### src/rtl/multi_cycle_mips.sv
// Multi-cycle core for the 32-bit single-cycle encoding. An FSM steps each
// instruction through FETCH/DECODE/EXEC/MEM/WB using req/ready memory ports.
module multi_cycle_mips #(
    parameter int          DATA_W   = 16,
    parameter int          PC_W     = 10,
    parameter int unsigned RESET_PC = 0
) (
    input  logic              clk,
    input  logic              rst_n,
    output logic              imem_req,
    output logic [PC_W-1:0]   imem_addr,
    input  logic              imem_ready,
    input  logic [31:0]       imem_rdata,
    output logic              dmem_req,
    output logic              dmem_we,
    output logic [DATA_W-1:0] dmem_addr,
    output logic [DATA_W-1:0] dmem_wdata,
    input  logic              dmem_ready,
    input  logic [DATA_W-1:0] dmem_rdata,
    output logic              retire,
    output logic [PC_W-1:0]   retire_pc,
    output logic              halted,
    input  logic [3:0]        dbg_raddr,
    output logic [DATA_W-1:0] dbg_rdata
);
    typedef enum logic [2:0] {S_FETCH, S_DECODE, S_EXEC, S_MEM, S_WB, S_HALT} state_t;

    localparam logic [5:0] OP_RTYPE = 6'h00, OP_J = 6'h02, OP_JAL = 6'h03, OP_BEQ = 6'h04,
                           OP_BNE = 6'h05, OP_ADDI = 6'h08, OP_ANDI = 6'h0C, OP_ORI = 6'h0D,
                           OP_LI = 6'h0F, OP_LW = 6'h23, OP_SW = 6'h2B, OP_HALT = 6'h3F;
    localparam logic [5:0] F_SLL = 6'h00, F_SRL = 6'h02, F_JR = 6'h08, F_ADD = 6'h20,
                           F_SUB = 6'h22, F_AND = 6'h24, F_OR = 6'h25, F_SLT = 6'h2A;
    localparam logic [PC_W-1:0] PC_INIT = PC_W'(RESET_PC);

    state_t            state_q, state_d;
    logic [PC_W-1:0]   pc_q, pc_d;
    logic [31:0]       ir_q, ir_d;
    logic [DATA_W-1:0] a_q, a_d, b_q, b_d, res_q, res_d;
    logic              imem_req_q, imem_req_d, dmem_req_q, dmem_req_d, dmem_we_q, dmem_we_d;
    logic [DATA_W-1:0] dmem_addr_q, dmem_addr_d, dmem_wdata_q, dmem_wdata_d;
    logic              halted_q, halted_d;
    logic [DATA_W-1:0] regs_q [16];

    logic              rf_we;
    logic [3:0]        rf_waddr;
    logic [DATA_W-1:0] rf_wdata;

    logic [5:0]        op, func;
    logic [3:0]        rs, rt, rd, shamt;
    logic [DATA_W-1:0] imm_s, imm_z, alu_y;
    logic              alu_ok;
    logic [PC_W-1:0]   pc_inc, br_tgt, jmp_tgt;
    logic              unused_ir;

    assign op        = ir_q[31:26];
    assign rs        = ir_q[25:22];
    assign rt        = ir_q[21:18];
    assign rd        = ir_q[17:14];
    assign shamt     = ir_q[13:10];
    assign func      = ir_q[9:4];
    assign imm_s     = DATA_W'($signed(ir_q[17:2]));
    assign imm_z     = DATA_W'(ir_q[17:2]);
    assign pc_inc    = pc_q + PC_W'(1);
    assign br_tgt    = pc_inc + PC_W'($signed(ir_q[11:2]));
    assign jmp_tgt   = PC_W'(ir_q[25:16]);
    assign unused_ir = ^ir_q[1:0];

    // alu_ok is low for anything that does not write a result in WB.
    always_comb begin
        alu_y  = '0;
        alu_ok = 1'b1;
        if (op == OP_RTYPE) begin
            case (func)
                F_ADD:   alu_y = a_q + b_q;
                F_SUB:   alu_y = a_q - b_q;
                F_AND:   alu_y = a_q & b_q;
                F_OR:    alu_y = a_q | b_q;
                F_SLT:   alu_y = DATA_W'($signed(a_q) < $signed(b_q));
                F_SLL:   alu_y = a_q << shamt;
                F_SRL:   alu_y = a_q >> shamt;
                default: alu_ok = 1'b0;
            endcase
        end else begin
            case (op)
                OP_ADDI: alu_y = a_q + imm_s;
                OP_ANDI: alu_y = a_q & imm_z;
                OP_ORI:  alu_y = a_q | imm_z;
                OP_LI:   alu_y = imm_z;
                default: alu_ok = 1'b0;
            endcase
        end
    end

    always_comb begin
        // NOTE: every variable gets a default first so no path can infer a latch.
        state_d      = state_q;
        pc_d         = pc_q;
        ir_d         = ir_q;
        a_d          = a_q;
        b_d          = b_q;
        res_d        = res_q;
        dmem_we_d    = dmem_we_q;
        dmem_addr_d  = dmem_addr_q;
        dmem_wdata_d = dmem_wdata_q;
        retire       = 1'b0;
        rf_we        = 1'b0;
        rf_waddr     = (op == OP_RTYPE) ? rd : rt;
        rf_wdata     = res_q;
        case (state_q)
            S_FETCH: if (imem_req_q && imem_ready) begin
                ir_d    = imem_rdata;
                state_d = S_DECODE;
            end
            S_DECODE: begin
                a_d     = regs_q[rs];
                b_d     = regs_q[rt];
                state_d = S_EXEC;
            end
            S_EXEC: begin
                if (op == OP_LW || op == OP_SW) begin
                    dmem_addr_d  = a_q + imm_s;
                    dmem_wdata_d = b_q;
                    dmem_we_d    = (op == OP_SW);
                    state_d      = S_MEM;
                end else if (alu_ok) begin
                    res_d   = alu_y;
                    state_d = S_WB;
                end else if (op == OP_HALT) begin
                    retire  = 1'b1;
                    state_d = S_HALT;
                end else begin
                    // Control transfers and undefined encodings commit here.
                    retire  = 1'b1;
                    state_d = S_FETCH;
                    pc_d    = pc_inc;
                    if (op == OP_RTYPE && func == F_JR) begin
                        pc_d = a_q[PC_W-1:0];
                    end else if (op == OP_J) begin
                        pc_d = jmp_tgt;
                    end else if (op == OP_JAL) begin
                        pc_d     = jmp_tgt;
                        rf_we    = 1'b1;
                        rf_waddr = 4'd15;
                        rf_wdata = DATA_W'(pc_inc);
                    end else if ((op == OP_BEQ && a_q == b_q) || (op == OP_BNE && a_q != b_q)) begin
                        pc_d = br_tgt;
                    end
                end
            end
            S_MEM: if (dmem_req_q && dmem_ready) begin
                dmem_we_d = 1'b0;
                if (dmem_we_q) begin
                    retire  = 1'b1;
                    pc_d    = pc_inc;
                    state_d = S_FETCH;
                end else begin
                    res_d   = dmem_rdata;
                    state_d = S_WB;
                end
            end
            S_WB: begin
                rf_we   = 1'b1;
                retire  = 1'b1;
                pc_d    = pc_inc;
                state_d = S_FETCH;
            end
            S_HALT:  state_d = S_HALT;
            default: state_d = S_FETCH;
        endcase
        imem_req_d = (state_d == S_FETCH);
        dmem_req_d = (state_d == S_MEM);
        halted_d   = (state_d == S_HALT);
    end

    always_ff @(posedge clk or negedge rst_n) begin
        if (!rst_n) begin
            state_q      <= S_FETCH;
            pc_q         <= PC_INIT;
            ir_q         <= '0;
            a_q          <= '0;
            b_q          <= '0;
            res_q        <= '0;
            imem_req_q   <= 1'b0;
            dmem_req_q   <= 1'b0;
            dmem_we_q    <= 1'b0;
            dmem_addr_q  <= '0;
            dmem_wdata_q <= '0;
            halted_q     <= 1'b0;
        end else begin
            state_q      <= state_d;
            pc_q         <= pc_d;
            ir_q         <= ir_d;
            a_q          <= a_d;
            b_q          <= b_d;
            res_q        <= res_d;
            imem_req_q   <= imem_req_d;
            dmem_req_q   <= dmem_req_d;
            dmem_we_q    <= dmem_we_d;
            dmem_addr_q  <= dmem_addr_d;
            dmem_wdata_q <= dmem_wdata_d;
            halted_q     <= halted_d;
        end
    end

    // NOTE: the register file is cleared by reset, so it stays in flops rather than a RAM macro.
    always_ff @(posedge clk or negedge rst_n) begin
        if (!rst_n) begin
            for (int i = 0; i < 16; i++) regs_q[i] <= '0;
        end else if (rf_we && rf_waddr != 4'd0) begin
            regs_q[rf_waddr] <= rf_wdata;
        end
    end

    assign imem_req   = imem_req_q;
    assign imem_addr  = pc_q;
    assign dmem_req   = dmem_req_q;
    assign dmem_we    = dmem_we_q;
    assign dmem_addr  = dmem_addr_q;
    assign dmem_wdata = dmem_wdata_q;
    assign retire_pc  = pc_q;
    assign halted     = halted_q;
    assign dbg_rdata  = regs_q[dbg_raddr];
endmodule

### config.mk
export PLATFORM = sky130hd
export DESIGN_NAME = multi_cycle_mips
export DESIGN_NICKNAME = d
export VERILOG_FILES = /design/src/rtl/multi_cycle_mips.sv
export SDC_FILE = /design/constraint.sdc
export NUM_CORES = 1
export LEC_CHECK = 0
export ABC_AREA = 1
export BUFFER_PORTS_ARGS = -buffer_cell sky130_fd_sc_hd__buf_4
export CAP_MARGIN = 20
export CELL_PAD_IN_SITES_DETAIL_PLACEMENT = 0
export CELL_PAD_IN_SITES_GLOBAL_PLACEMENT = 2
export CORE_ASPECT_RATIO = 2
export CORE_UTILIZATION = 36
export CTS_CLUSTER_SIZE = 14
export DETAILED_ROUTE_END_ITERATION = 8
export GPL_TIMING_DRIVEN = 0
export PLACE_DENSITY = 0.84
export SLEW_MARGIN = 20
export SYNTH_ARGS = -nofsm -noshare
export SYNTH_HDL_FRONTEND = slang
export SYNTH_SLANG_ARGS = --single-unit
### constraint.sdc
create_clock -name clk -period 3.4 [get_ports clk]
set_input_delay 0.17 -clock clk [delete_from_list [all_inputs] [get_ports clk]]
set_output_delay 0.17 -clock clk [all_outputs]
set_load 0.005 [all_outputs]
==> impl_summary.log, run 1 <==
INFO  metric outcome = stopped before the end
INFO  metric lastStage = 5_1_grt
INFO  metric error_message = [ERROR GRT-0116] Global routing finished with congestion. Check the congestion regions in the DRC Viewer.
INFO  metric mean_instance_size_in_the_synthesized_netlist = 6.73 um^2
INFO  metric count_of_mapped_cells_out_of_synthesis = 4108
INFO  metric netlist_area = 0.0276 mm^2
INFO  metric synth_cell_types = 53
INFO  metric dpl.hpwl = 157000 um
INFO  metric fp-row-count = 143
INFO  metric netlist.top_cell.by_area = sky130_fd_sc_hd__dfrtp_1
INFO  metric synth_top_family_by_area = compound AO/OA/AOI/OAI gates
INFO  metric globalRouteTotalUtil = 56.6%
INFO  metric yosysWarningCount = 0
INFO  metric post_synthesis_compound_gate_area_fraction = 27.9%
INFO  metric io-pin-count = 129
INFO  metric synth.mux.area_fraction = 0%
INFO  metric h-tree-depth = 2
INFO  metric yosysTopAreaCellShare = 34.7%
INFO  metric async_flop_share = 100%
INFO  metric synth_edf_count = 0
INFO  metric max_buffers_root_to_sink = 3
INFO  metric grt_start_max_net_pins = 90
INFO  metric placedCellCount = 5252
INFO  metric yosysSeqAreaShare = 34.7%
INFO  metric die_height = 394 um
INFO  metric cts_made_buffers = 41
INFO  metric cts-root-buf = sky130_fd_sc_hd__clkbuf_16
INFO  metric ys_ff_latch = 383
INFO  metric synth-simple-area-share = 22.4%
INFO  metric grt_pass1_wl = 304000 um
INFO  metric synth_xor_xnor_area_share = 0.476%
INFO  metric first_global_vias = 35000
INFO  metric synth_ff_type = sky130_fd_sc_hd__dfrtp_1
INFO  metric synth_area_leaders = sky130_fd_sc_hd__dfrtp_1 (35%), sky130_fd_sc_hd__o21ai_0 (13%), sky130_fd_sc_hd__nand2_1 (13%), sky130_fd_sc_hd__a21oi_1 (8.9%), sky130_fd_sc_hd__inv_1 (4.8%)
INFO  metric grt_remaining_overflow = 21
INFO  metric initial_utilization = 36.3%
INFO  metric cts_sinks = 383
INFO  metric place.port_buffers = 123
INFO  metric synthAdderAreaFrac = 4.73%
INFO  metric mappedNetlistNets = 4266
INFO  metric place.gp.congestion = 1.11
INFO  metric chipWidth = 198 um
-- routing by layer --
layer  overflow  track usage, %
met1          0            54.2
met2         10            84.6
met3          0            23.6
met4         11            66.8
met5          0            1.47
-- cells in the mapped netlist, types with 6 or more instances --
| library cell | n |
|---|---|
| sky130_fd_sc_hd__a22oi_1 | 18 |
| sky130_fd_sc_hd__o22ai_1 | 10 |
| sky130_fd_sc_hd__nor3_1 | 17 |
| sky130_fd_sc_hd__o221ai_1 | 18 |
| sky130_fd_sc_hd__buf_2 | 48 |
| sky130_fd_sc_hd__o21ai_0 | 724 |
| sky130_fd_sc_hd__xor2_1 | 12 |
| sky130_fd_sc_hd__buf_4 | 22 |
| sky130_fd_sc_hd__a21oi_1 | 489 |
| sky130_fd_sc_hd__o21ai_1 | 39 |
| sky130_fd_sc_hd__nand3_1 | 259 |
| sky130_fd_sc_hd__nand4_1 | 18 |
| sky130_fd_sc_hd__o211ai_1 | 56 |
| sky130_fd_sc_hd__nor2_1 | 205 |
| sky130_fd_sc_hd__o31ai_1 | 15 |
| sky130_fd_sc_hd__ha_1 | 98 |
| sky130_fd_sc_hd__o21a_1 | 31 |
| sky130_fd_sc_hd__buf_1 | 18 |
| sky130_fd_sc_hd__nor2_2 | 8 |
| sky130_fd_sc_hd__dfrtp_1 | 383 |
| sky130_fd_sc_hd__a31oi_1 | 17 |
| sky130_fd_sc_hd__clkinv_1 | 14 |
| sky130_fd_sc_hd__inv_1 | 354 |
| sky130_fd_sc_hd__nand2_1 | 950 |
| sky130_fd_sc_hd__a221oi_1 | 6 |
| sky130_fd_sc_hd__clkbuf_1 | 212 |
| sky130_fd_sc_hd__nor2_4 | 7 |
-- kinds of logic after synthesis --
family / Yosys count
DFF: 383
AOI/OAI and AO/OA: 1441
adders and majority gates: 102
and+or+nand+nor: 1491
buffers and inverters: 676
xor gates and xnor gates: 15
-- repair_timing --
action                     CTS
hold endpoints to repair   147
resized for setup           53
hold buffers                46
setup endpoints to repair   87
buffers inserted             4
-- per-stage QoR --
step | util, % | area, um^2 | TNS (ns) | worst slack [ns]
floorplan | - | 27600 | 0 | 0.923
global placement | 39.2 | 29800 | -773.08 | -2.10
detailed placement | 39.4 | 30000 | -21.50 | -0.825
CTS | 41.9 | 31900 | 0 | 0.000214
==> inputs of run 2 (changes only) <==
Settings changed: CELL_PAD_IN_SITES_DETAIL_PLACEMENT 0 to not set, CELL_PAD_IN_SITES_GLOBAL_PLACEMENT 2 to not set, CORE_ASPECT_RATIO 2 to not set, CORE_UTILIZATION 36 to 25, CTS_CLUSTER_SIZE 14 to not set, PLACE_DENSITY 0.84 to not set, PLACE_DENSITY_LB_ADDON set to 0.15.
==> run 2 against run 1 <==
The flow now finishes, with violations (setup timing). Synthesized cell count unchanged. Area after synthesis is the same.
==> impl_summary.log, run 2 <==
INFO  metric outcome = complete, but fails checks
INFO  metric violated_checks = setup timing
INFO  metric detailedRoute.firstPassIterationCount = 7
INFO  metric pwr-share-comb = 63.3%
INFO  metric detailed_route_wire_length = 185000 um
INFO  metric grt_remaining_overflow = 0
INFO  metric synth.mux.area_fraction = 0% (unchanged)
INFO  metric mappedNetlistNets = 4266 (unchanged)
INFO  metric leakage = 14.7 nW
INFO  metric h-tree-depth = 2 (unchanged)
INFO  metric criticalPathCategory = reg2reg
INFO  metric kind_of_path_behind_the_tightest_hold_check = in2reg
INFO  metric finalSetupViolCount = 16
INFO  metric skew = 0.0339 ns
INFO  metric swShare = 57.8%
INFO  metric core_area = 0.109 mm^2
INFO  metric seqPwrFrac = 20.2%
INFO  metric post_drt_via_cell_ratio = 5.46
INFO  metric netlist_area = 0.0276 mm^2 (unchanged)
INFO  metric largestRegisters = regs_q (256), ir_q (30)
INFO  metric timing.critical_path.mode_cell = sky130_fd_sc_hd__buf_2
INFO  metric placedCellCount = 5711 (+8.7%)
INFO  metric max_buffers_root_to_sink = 3 (unchanged)
INFO  metric fp-row-count = 121 (-15%)
INFO  metric most-common-layout-cells = sky130_fd_sc_hd__nand2_1 (949), sky130_fd_sc_hd__o21ai_0 (720), sky130_fd_sc_hd__a21oi_1 (488)
INFO  metric max_slew_margin = 18.0%
INFO  metric layout-drive-gt1-share = 9.38%
INFO  metric io-pin-count = 129 (unchanged)
INFO  metric design.die.area = 0.112 mm^2
INFO  metric cts-root-buf = sky130_fd_sc_hd__clkbuf_16
INFO  metric synth_edf_count = 0 (unchanged)
INFO  metric final-hold-violation-count = 0
INFO  metric place.port_buffers = 123 (unchanged)
INFO  metric yosysTopAreaCellShare = 34.7% (unchanged)
INFO  metric synthAdderAreaFrac = 4.73% (unchanged)
INFO  metric layoutNonFillerInstCount = 5871
INFO  metric route.antenna.remaining_nets = 0
INFO  metric start_kind = flip-flop
INFO  metric layout_worst_path_cycle_share = 105%
INFO  metric layout.cells.most_common = sky130_fd_sc_hd__nand2_1
INFO  metric synth_cell_types = 53 (unchanged)
INFO  metric yosysWarningCount = 0 (unchanged)
INFO  metric ir_worst_vdd = 0.435 mV
INFO  metric crit_path_cell_trace = buf_2, inv_1, buf_2, buf_2, buf_2, a21oi_1, o21ai_0, nand3_1, o31ai_1, nor2_1, a21oi_1
INFO  metric dpl.hpwl = 142000 um (-9.2%)
INFO  metric netlist_top_cells_count = sky130_fd_sc_hd__nand2_1 (950), sky130_fd_sc_hd__o21ai_0 (724), sky130_fd_sc_hd__a21oi_1 (489), sky130_fd_sc_hd__dfrtp_1 (383), sky130_fd_sc_hd__inv_1 (354)
INFO  metric rsz0062_at_grt = yes
INFO  metric wl_per_cell = 31.6 um
INFO  metric synth-simple-area-share = 22.4% (unchanged)
INFO  metric first_global_vias = 30200
INFO  metric post_synthesis_compound_gate_area_fraction = 27.9% (unchanged)
INFO  metric net-switching-power = 18.8 mW
INFO  metric critPathCaptureType = flip-flop
INFO  metric crit_required = 3.95 ns
INFO  metric number_of_antenna_violations_at_the_first_check_in_global_routing = 8
INFO  metric vias_post_dr = 32000
INFO  metric cts_sinks = 383 (unchanged)
INFO  metric fmaxAchievable = 281 MHz
INFO  metric synth_top_family_by_area = compound AO/OA/AOI/OAI gates
INFO  metric globalRouteTotalUtil = 32.4%
INFO  metric clk-insertion-delay-late = 0.66 ns
INFO  metric synth_xor_xnor_area_share = 0.476% (unchanged)
INFO  metric synth_ff_type = sky130_fd_sc_hd__dfrtp_1
INFO  metric yosysSeqAreaShare = 34.7% (unchanged)
INFO  metric cts_made_buffers = 49 (+20%)
INFO  metric place.gp.congestion = 1.05 (-5.5%)
INFO  metric clkTransAtPathRegs = 0.06 ns
INFO  metric netlist.top_cell.by_area = sky130_fd_sc_hd__dfrtp_1
INFO  metric timing.critical_path.arrival = 4.12 ns
INFO  metric max_slew.worst_pin.slew = 1.23 ns
INFO  metric chipWidth = 334 um (+69%)
INFO  metric largest_reg_flops = 256
INFO  metric post-synth-top-count-cell = sky130_fd_sc_hd__nand2_1
INFO  metric async_flop_share = 100% (unchanged)
INFO  metric powerDensity = 988 mW/mm^2
INFO  metric timing.final.max_slew_violations = 0
INFO  metric first_iter_violations = 3853
INFO  metric drt_drc_violations_left = 0
INFO  metric worstPathMaxFanout = 10
INFO  metric cts_tree = yes
INFO  metric postLayoutSetupSlackWorst = -0.163 ns
INFO  metric fin_tns_setup = -1.10 ns
INFO  metric max_cap_check_violation_count = 0
INFO  metric grt_start_max_net_pins = 91
INFO  metric cpPeakStageDelay = 0.49 ns
INFO  metric cpMaxStageDelayCell = sky130_fd_sc_hd__nand3_1
INFO  metric ys_ff_latch = 383 (unchanged)
INFO  metric initial_utilization = 25.3% (-11 points)
INFO  metric layout.nets = 4517
INFO  metric layout-area-overhead-vs-synth = 19.4%
INFO  metric synth_area_leaders = sky130_fd_sc_hd__dfrtp_1 (35%), sky130_fd_sc_hd__o21ai_0 (13%), sky130_fd_sc_hd__nand2_1 (13%), sky130_fd_sc_hd__a21oi_1 (8.9%), sky130_fd_sc_hd__inv_1 (4.8%)
INFO  metric period_needed = 3.56 ns
INFO  metric clkPwrFrac = 16.5%
INFO  metric internal_power = 13.7 mW
INFO  metric die_height = 334 um (-15%)
INFO  metric grt_pass1_wl = 252000 um
INFO  metric max_flop_register = regs_q
INFO  metric count_of_mapped_cells_out_of_synthesis = 4108 (unchanged)
INFO  metric mean_instance_size_in_the_synthesized_netlist = 6.73 um^2 (unchanged)
run 2: power by group through the flow:
stage                     sequential (mW)  combinational (mW)  clock, mW
final                                6.59                20.6       5.38
after global routing                 6.65                21.7       5.64
after CTS                            6.57                19.6       5.48
after detailed placement             6.60                19.3          0
after global placement               6.60                19.4          0
after floorplan                      5.95                10.9          0
run 2: cell type report:
type	count	area [um^2]
diodes	3	7.51
plain buffers	300	1320
clock buffers	67	1410
clock inverters	17	178
fillers	12200	76200
inverters	373	1450
multi-input cells	3049	15400
flip-flops and latches	383	9620
well taps	1476	1850
repair buffers	203	1740
run 2: layer usage:
| layer | vias to the layer above | global-route usage [%] | wire length, um |
|---|---|---|---|
| li1 | 14300 | - | - |
| met5 | - | 0 | 54 |
| met1 | 15600 | 42.2 | 77000 |
| met4 | 8 | 17.8 | 12100 |
| met2 | 1685 | 50.0 | 80300 |
| met3 | 422 | 6.86 | 16000 |
run 2: per-stage QoR:
stage               util [%]  worst slack, ns  total power, mW  hold WS [ns]  area, um^2
floorplan                  -            0.923             16.9        -0.126       27600
global placement        27.8            -2.16             26.0         0.389       30400
detailed placement      28.0           -0.833             25.9         0.175       30500
CTS                     30.0           -0.124             31.6        0.0282       32700
global route            30.2           -0.148             34.0         0.121       33000
finish                  30.2           -0.163             32.6        0.0526       33000
run 2: cells by family (layout without fill, tap and decap cells):
group           Yosys count  in the layout
flops                   383            383
other cells               0              3
xor+xnor                 15             15
compound gates         1441           1441
buf+inv                 676            960
simple gates           1491           1491
fa+ha+maj               102            102
run 2: worst paths after layout:
kind	from	to	slack, ns	depth (start not counted)
min in group asynchronous	rst_n	dmem_addr[2]$_DFFE_PN0P_	0.06	2
worst max register to register	ir_q[22]$_DFFE_PN0P_	a_q[5]$_DFFE_PN0P_	-0.16	11
max in group asynchronous	rst_n	regs_q[6]$_DFFE_PN0P_	1.97	4
worst min register to register	dmem_addr[0]$_DFFE_PN0P_	dmem_addr[0]$_DFFE_PN0P_	0.48	2
worst max-delay path	ir_q[22]$_DFFE_PN0P_	a_q[5]$_DFFE_PN0P_	-0.16	11
worst min-delay path	imem_ready	state_q[0]$_DFF_PN0_	0.05	5
run 2: timing repair:
action                                  CTS  global route
endpoints found under the setup margin  122            96
hold buffers                             48             0
gates resized for setup                  45            57
buffers inserted                          8            20
pin swaps                                 0             1
endpoints found under the hold margin   132             0
run 2: critical path, delay by kind of cell (launching register included):
kind | cells | cell delay (ns)
DFF | 1 | 0.37
and+or+nand+nor | 2 | 0.58
AOI/OAI and AO/OA | 4 | 1.01
buffers and inverters | 5 | 1.50
No activity file was read; power rests on OpenSTA's default activity.
==> inputs of run 3 (changes only) <==
Settings changed: CELL_PAD_IN_SITES_DETAIL_PLACEMENT set to 0, CELL_PAD_IN_SITES_GLOBAL_PLACEMENT set to 1.
==> run 3 against run 2 <==
The flow still finishes with violations (setup timing). Register-to-register slack about the same. Fmax decreased by 0.13%. Sequential power decreased by 0.8%. Sequential share of layout area decreased by 0.13 points. Cell count increased by 0.15%. Critical path depth decreased by 3. Worst hold slack got worse by 0.025 ns. Die area unchanged. Critical path type unchanged. Largest power group unchanged. Highest routed layer unchanged.
==> impl_summary.log, run 3 (synthesis results as in run 2) <==
INFO  metric worstPathMaxFanout = 10 (unchanged)
INFO  metric design.die.area = 0.112 mm^2 (unchanged)
INFO  metric max_slew_margin = 21.4% (+3.5 points)
INFO  metric rsz0062_at_grt = no
INFO  metric placed_cell_area = 0.0305 mm^2 (unchanged)
INFO  metric internal_power = 13.9 mW (+1.2%)
INFO  metric max_slew.worst_pin.slew = 1.18 ns (-0.0522 ns)
INFO  metric skew = 0.0428 ns (+0.00888 ns)
INFO  metric place.gp.congestion = 1.04 (-0.77%)
INFO  metric place.port_buffers = 123 (unchanged)
INFO  metric number_of_antenna_violations_at_the_first_check_in_global_routing = 7 (-1)
INFO  metric die_height = 334 um (unchanged)
INFO  metric power.total = 32.9 mW (+1.0%)
INFO  metric violated_checks = setup timing
INFO  metric critPathCaptureType = flip-flop
INFO  metric grt_pass1_wl = 260000 um (+3.0%)
INFO  metric layout.cells.most_common = sky130_fd_sc_hd__nand2_1
INFO  metric timing.critical_path.arrival = 4.12 ns (about the same)
INFO  metric cts_made_buffers = 49 (unchanged)
INFO  metric finalSetupViolCount = 12 (-4)
INFO  metric fmaxAchievable = 280 MHz (-0.13%)
INFO  metric first_iter_violations = 3243 (-16%)
INFO  metric detailedRoute.firstPassIterationCount = 6 (-1)
INFO  metric layout-area-overhead-vs-synth = 19.9%
INFO  metric most-common-layout-cells = sky130_fd_sc_hd__nand2_1 (948), sky130_fd_sc_hd__o21ai_0 (715), sky130_fd_sc_hd__a21oi_1 (488)
INFO  metric fp-row-count = 121 (unchanged)
INFO  metric criticalPathCategory = reg2reg
INFO  metric clkPwrFrac = 16.9% (+0.4 points)
INFO  metric layout_worst_path_cycle_share = 105% (+0.14 points)
INFO  metric net-switching-power = 19.0 mW (+0.91%)
INFO  metric timing.final.max_slew_violations = 0 (unchanged)
INFO  metric initial_utilization = 25.3% (unchanged)
INFO  metric fin_tns_setup = -0.703 ns (+0.397 ns)
INFO  metric wl_per_cell = 32.5 um (+3.0%)
INFO  metric postLayoutSetupSlackWorst = -0.168 ns (-0.00480 ns)
INFO  metric max_cap_check_violation_count = 0 (unchanged)
INFO  metric clkTransAtPathRegs = 0.07 ns (about the same)
INFO  metric powerDensity = 994 mW/mm^2 (+0.63%)
INFO  metric launch_point_of_the_critical_path = ir_q[18]$_DFFE_PN0P_
INFO  metric leakage = 14.7 nW (+0.54%)
INFO  metric core_area = 0.109 mm^2 (unchanged)
INFO  metric grt_remaining_overflow = 0 (unchanged)
INFO  metric io-pin-count = 129 (unchanged)
INFO  metric finalCoreUtilization = 30.3% (+0.12 points)
INFO  metric post_drt_via_cell_ratio = 5.40 (-1.1%)
INFO  metric largestRegisters = regs_q (256), ir_q (30)
INFO  metric drt_drc_violations_left = 0 (unchanged)
INFO  metric chipWidth = 334 um (unchanged)
INFO  metric cts_sinks = 383 (unchanged)
INFO  metric max_flop_register = regs_q
INFO  metric clk-insertion-delay-late = 0.68 ns (+0.02 ns)
INFO  metric final-hold-violation-count = 0 (unchanged)
INFO  metric worst_r2r_startpoint = ir_q[18]$_DFFE_PN0P_
INFO  metric kind_of_path_behind_the_tightest_hold_check = in2async
INFO  metric first_global_vias = 30800 (+2.0%)
INFO  metric max_buffers_root_to_sink = 3 (unchanged)
INFO  metric period_needed = 3.57 ns (+0.00480 ns)
INFO  metric globalRouteTotalUtil = 33.6% (+1.2 points)
INFO  metric cts_tree = yes
INFO  metric ir_worst_vdd = 0.480 mV (+10%)
INFO  metric dpl.hpwl = 148000 um (+4.0%)
INFO  metric h-tree-depth = 2 (unchanged)
INFO  metric vias_post_dr = 31700 (-0.99%)
INFO  metric cts-root-buf = sky130_fd_sc_hd__clkbuf_16
INFO  metric detailed_route_wire_length = 191000 um (+3.2%)
INFO  metric crit_required = 3.96 ns (about the same)
INFO  metric finalInstanceArea = 0.0331 mm^2 (+0.41%)
INFO  metric grt_start_max_net_pins = 91 (unchanged)
INFO  metric pwr-share-comb = 63.2% (about the same)
INFO  metric largest_reg_flops = 256 (unchanged)
INFO  metric route.antenna.remaining_nets = 0 (unchanged)
INFO  metric start_kind = flip-flop
INFO  metric worst-r2r-cell-count = 8 (-3)
INFO  metric outcome = complete, but fails checks
INFO  metric swShare = 57.7% (-0.076 points)
INFO  metric layout.nets = 4522 (+0.11%)
INFO  metric seqPwrFrac = 19.9% (-0.3 points)
INFO  metric layout-drive-gt1-share = 9.64% (+0.26 points)
[run 3: cell type report]
cell class | count | area [um^2]
Clock inverter | 17 | 255
Clock buffer | 70 | 1420
Sequential cell | 383 | 9620
Antenna cell | 4 | 10.0
Tap cell | 1476 | 1850
Inverter | 373 | 1460
Timing Repair Buffer | 211 | 1800
Multi-Input combinational cell | 3049 | 15400
Fill cell | 12300 | 76000
Buffer | 297 | 1310
[run 3: worst paths after layout]
| path | to | slack [ns] |
|---|---|---|
| max | b_q[5]$_DFFE_PN0P_ | -0.17 |
| min | ir_q[5]$_DFFE_PN0P_ | 0.03 |
| max reg2reg | b_q[5]$_DFFE_PN0P_ | -0.17 |
| min reg2reg | dmem_addr[0]$_DFFE_PN0P_ | 0.47 |
| max in group asynchronous | regs_q[25]$_DFFE_PN0P_ | 1.91 |
| min in group clk | state_q[0]$_DFF_PN0_ | 0.13 |
[run 3: power groups by stage]
stage / clock [mW] / combinational [mW] / sequential (mW)
after floorplan: 0 / 10.9 / 5.95
after global placement: 0 / 19.7 / 6.60
after detailed placement: 0 / 19.6 / 6.59
after CTS: 5.68 / 19.9 / 6.56
after global routing: 5.83 / 22.0 / 6.59
final: 5.58 / 20.8 / 6.54
[run 3: per-stage QoR]
step	worst slack, ns	hold WS [ns]	instances
3_3_place_gp	-2.23	0.384	5707
4_1_cts	0.00363	0.0395	5852
3_5_place_dp	-0.849	0.176	5711
2_1_floorplan	0.923	-0.126	4108
6_report	-0.168	0.0272	5880
5_1_grt	0.00112	0.0675	5876
[run 3: layer usage]
layer / track usage (%) / vias up / part of all wire, %
met5: 0 / - / 0.012
met4: 20.7 / 4 / 6.8
met3: 6.05 / 377 / 6.8
met2: 52.8 / 1469 / 45
met1: 42.8 / 15600 / 42
li1: - / 14300 / -
[run 3: worst max-delay path: stages, from the launching register on]
cell,delay [ns]
sky130_fd_sc_hd__dfrtp_1,0.38
sky130_fd_sc_hd__inv_1,0.27
sky130_fd_sc_hd__clkbuf_1,0.41
sky130_fd_sc_hd__clkbuf_1,0.49
sky130_fd_sc_hd__buf_2,0.58
sky130_fd_sc_hd__a21oi_1,0.16
sky130_fd_sc_hd__o21ai_0,0.70
sky130_fd_sc_hd__a31oi_1,0.22
sky130_fd_sc_hd__a22oi_1,0.23
[run 3: what timing repair did]
item / 4_1_cts / 5_1_grt
setup endpoints to repair: 131 / 68
gates cloned: 0 / 0
gates resized for setup: 58 / 55
buffers inserted: 6 / 30
hold buffers: 48 / 0
hold endpoints to repair: 183 / 0
pin swaps: 0 / 2
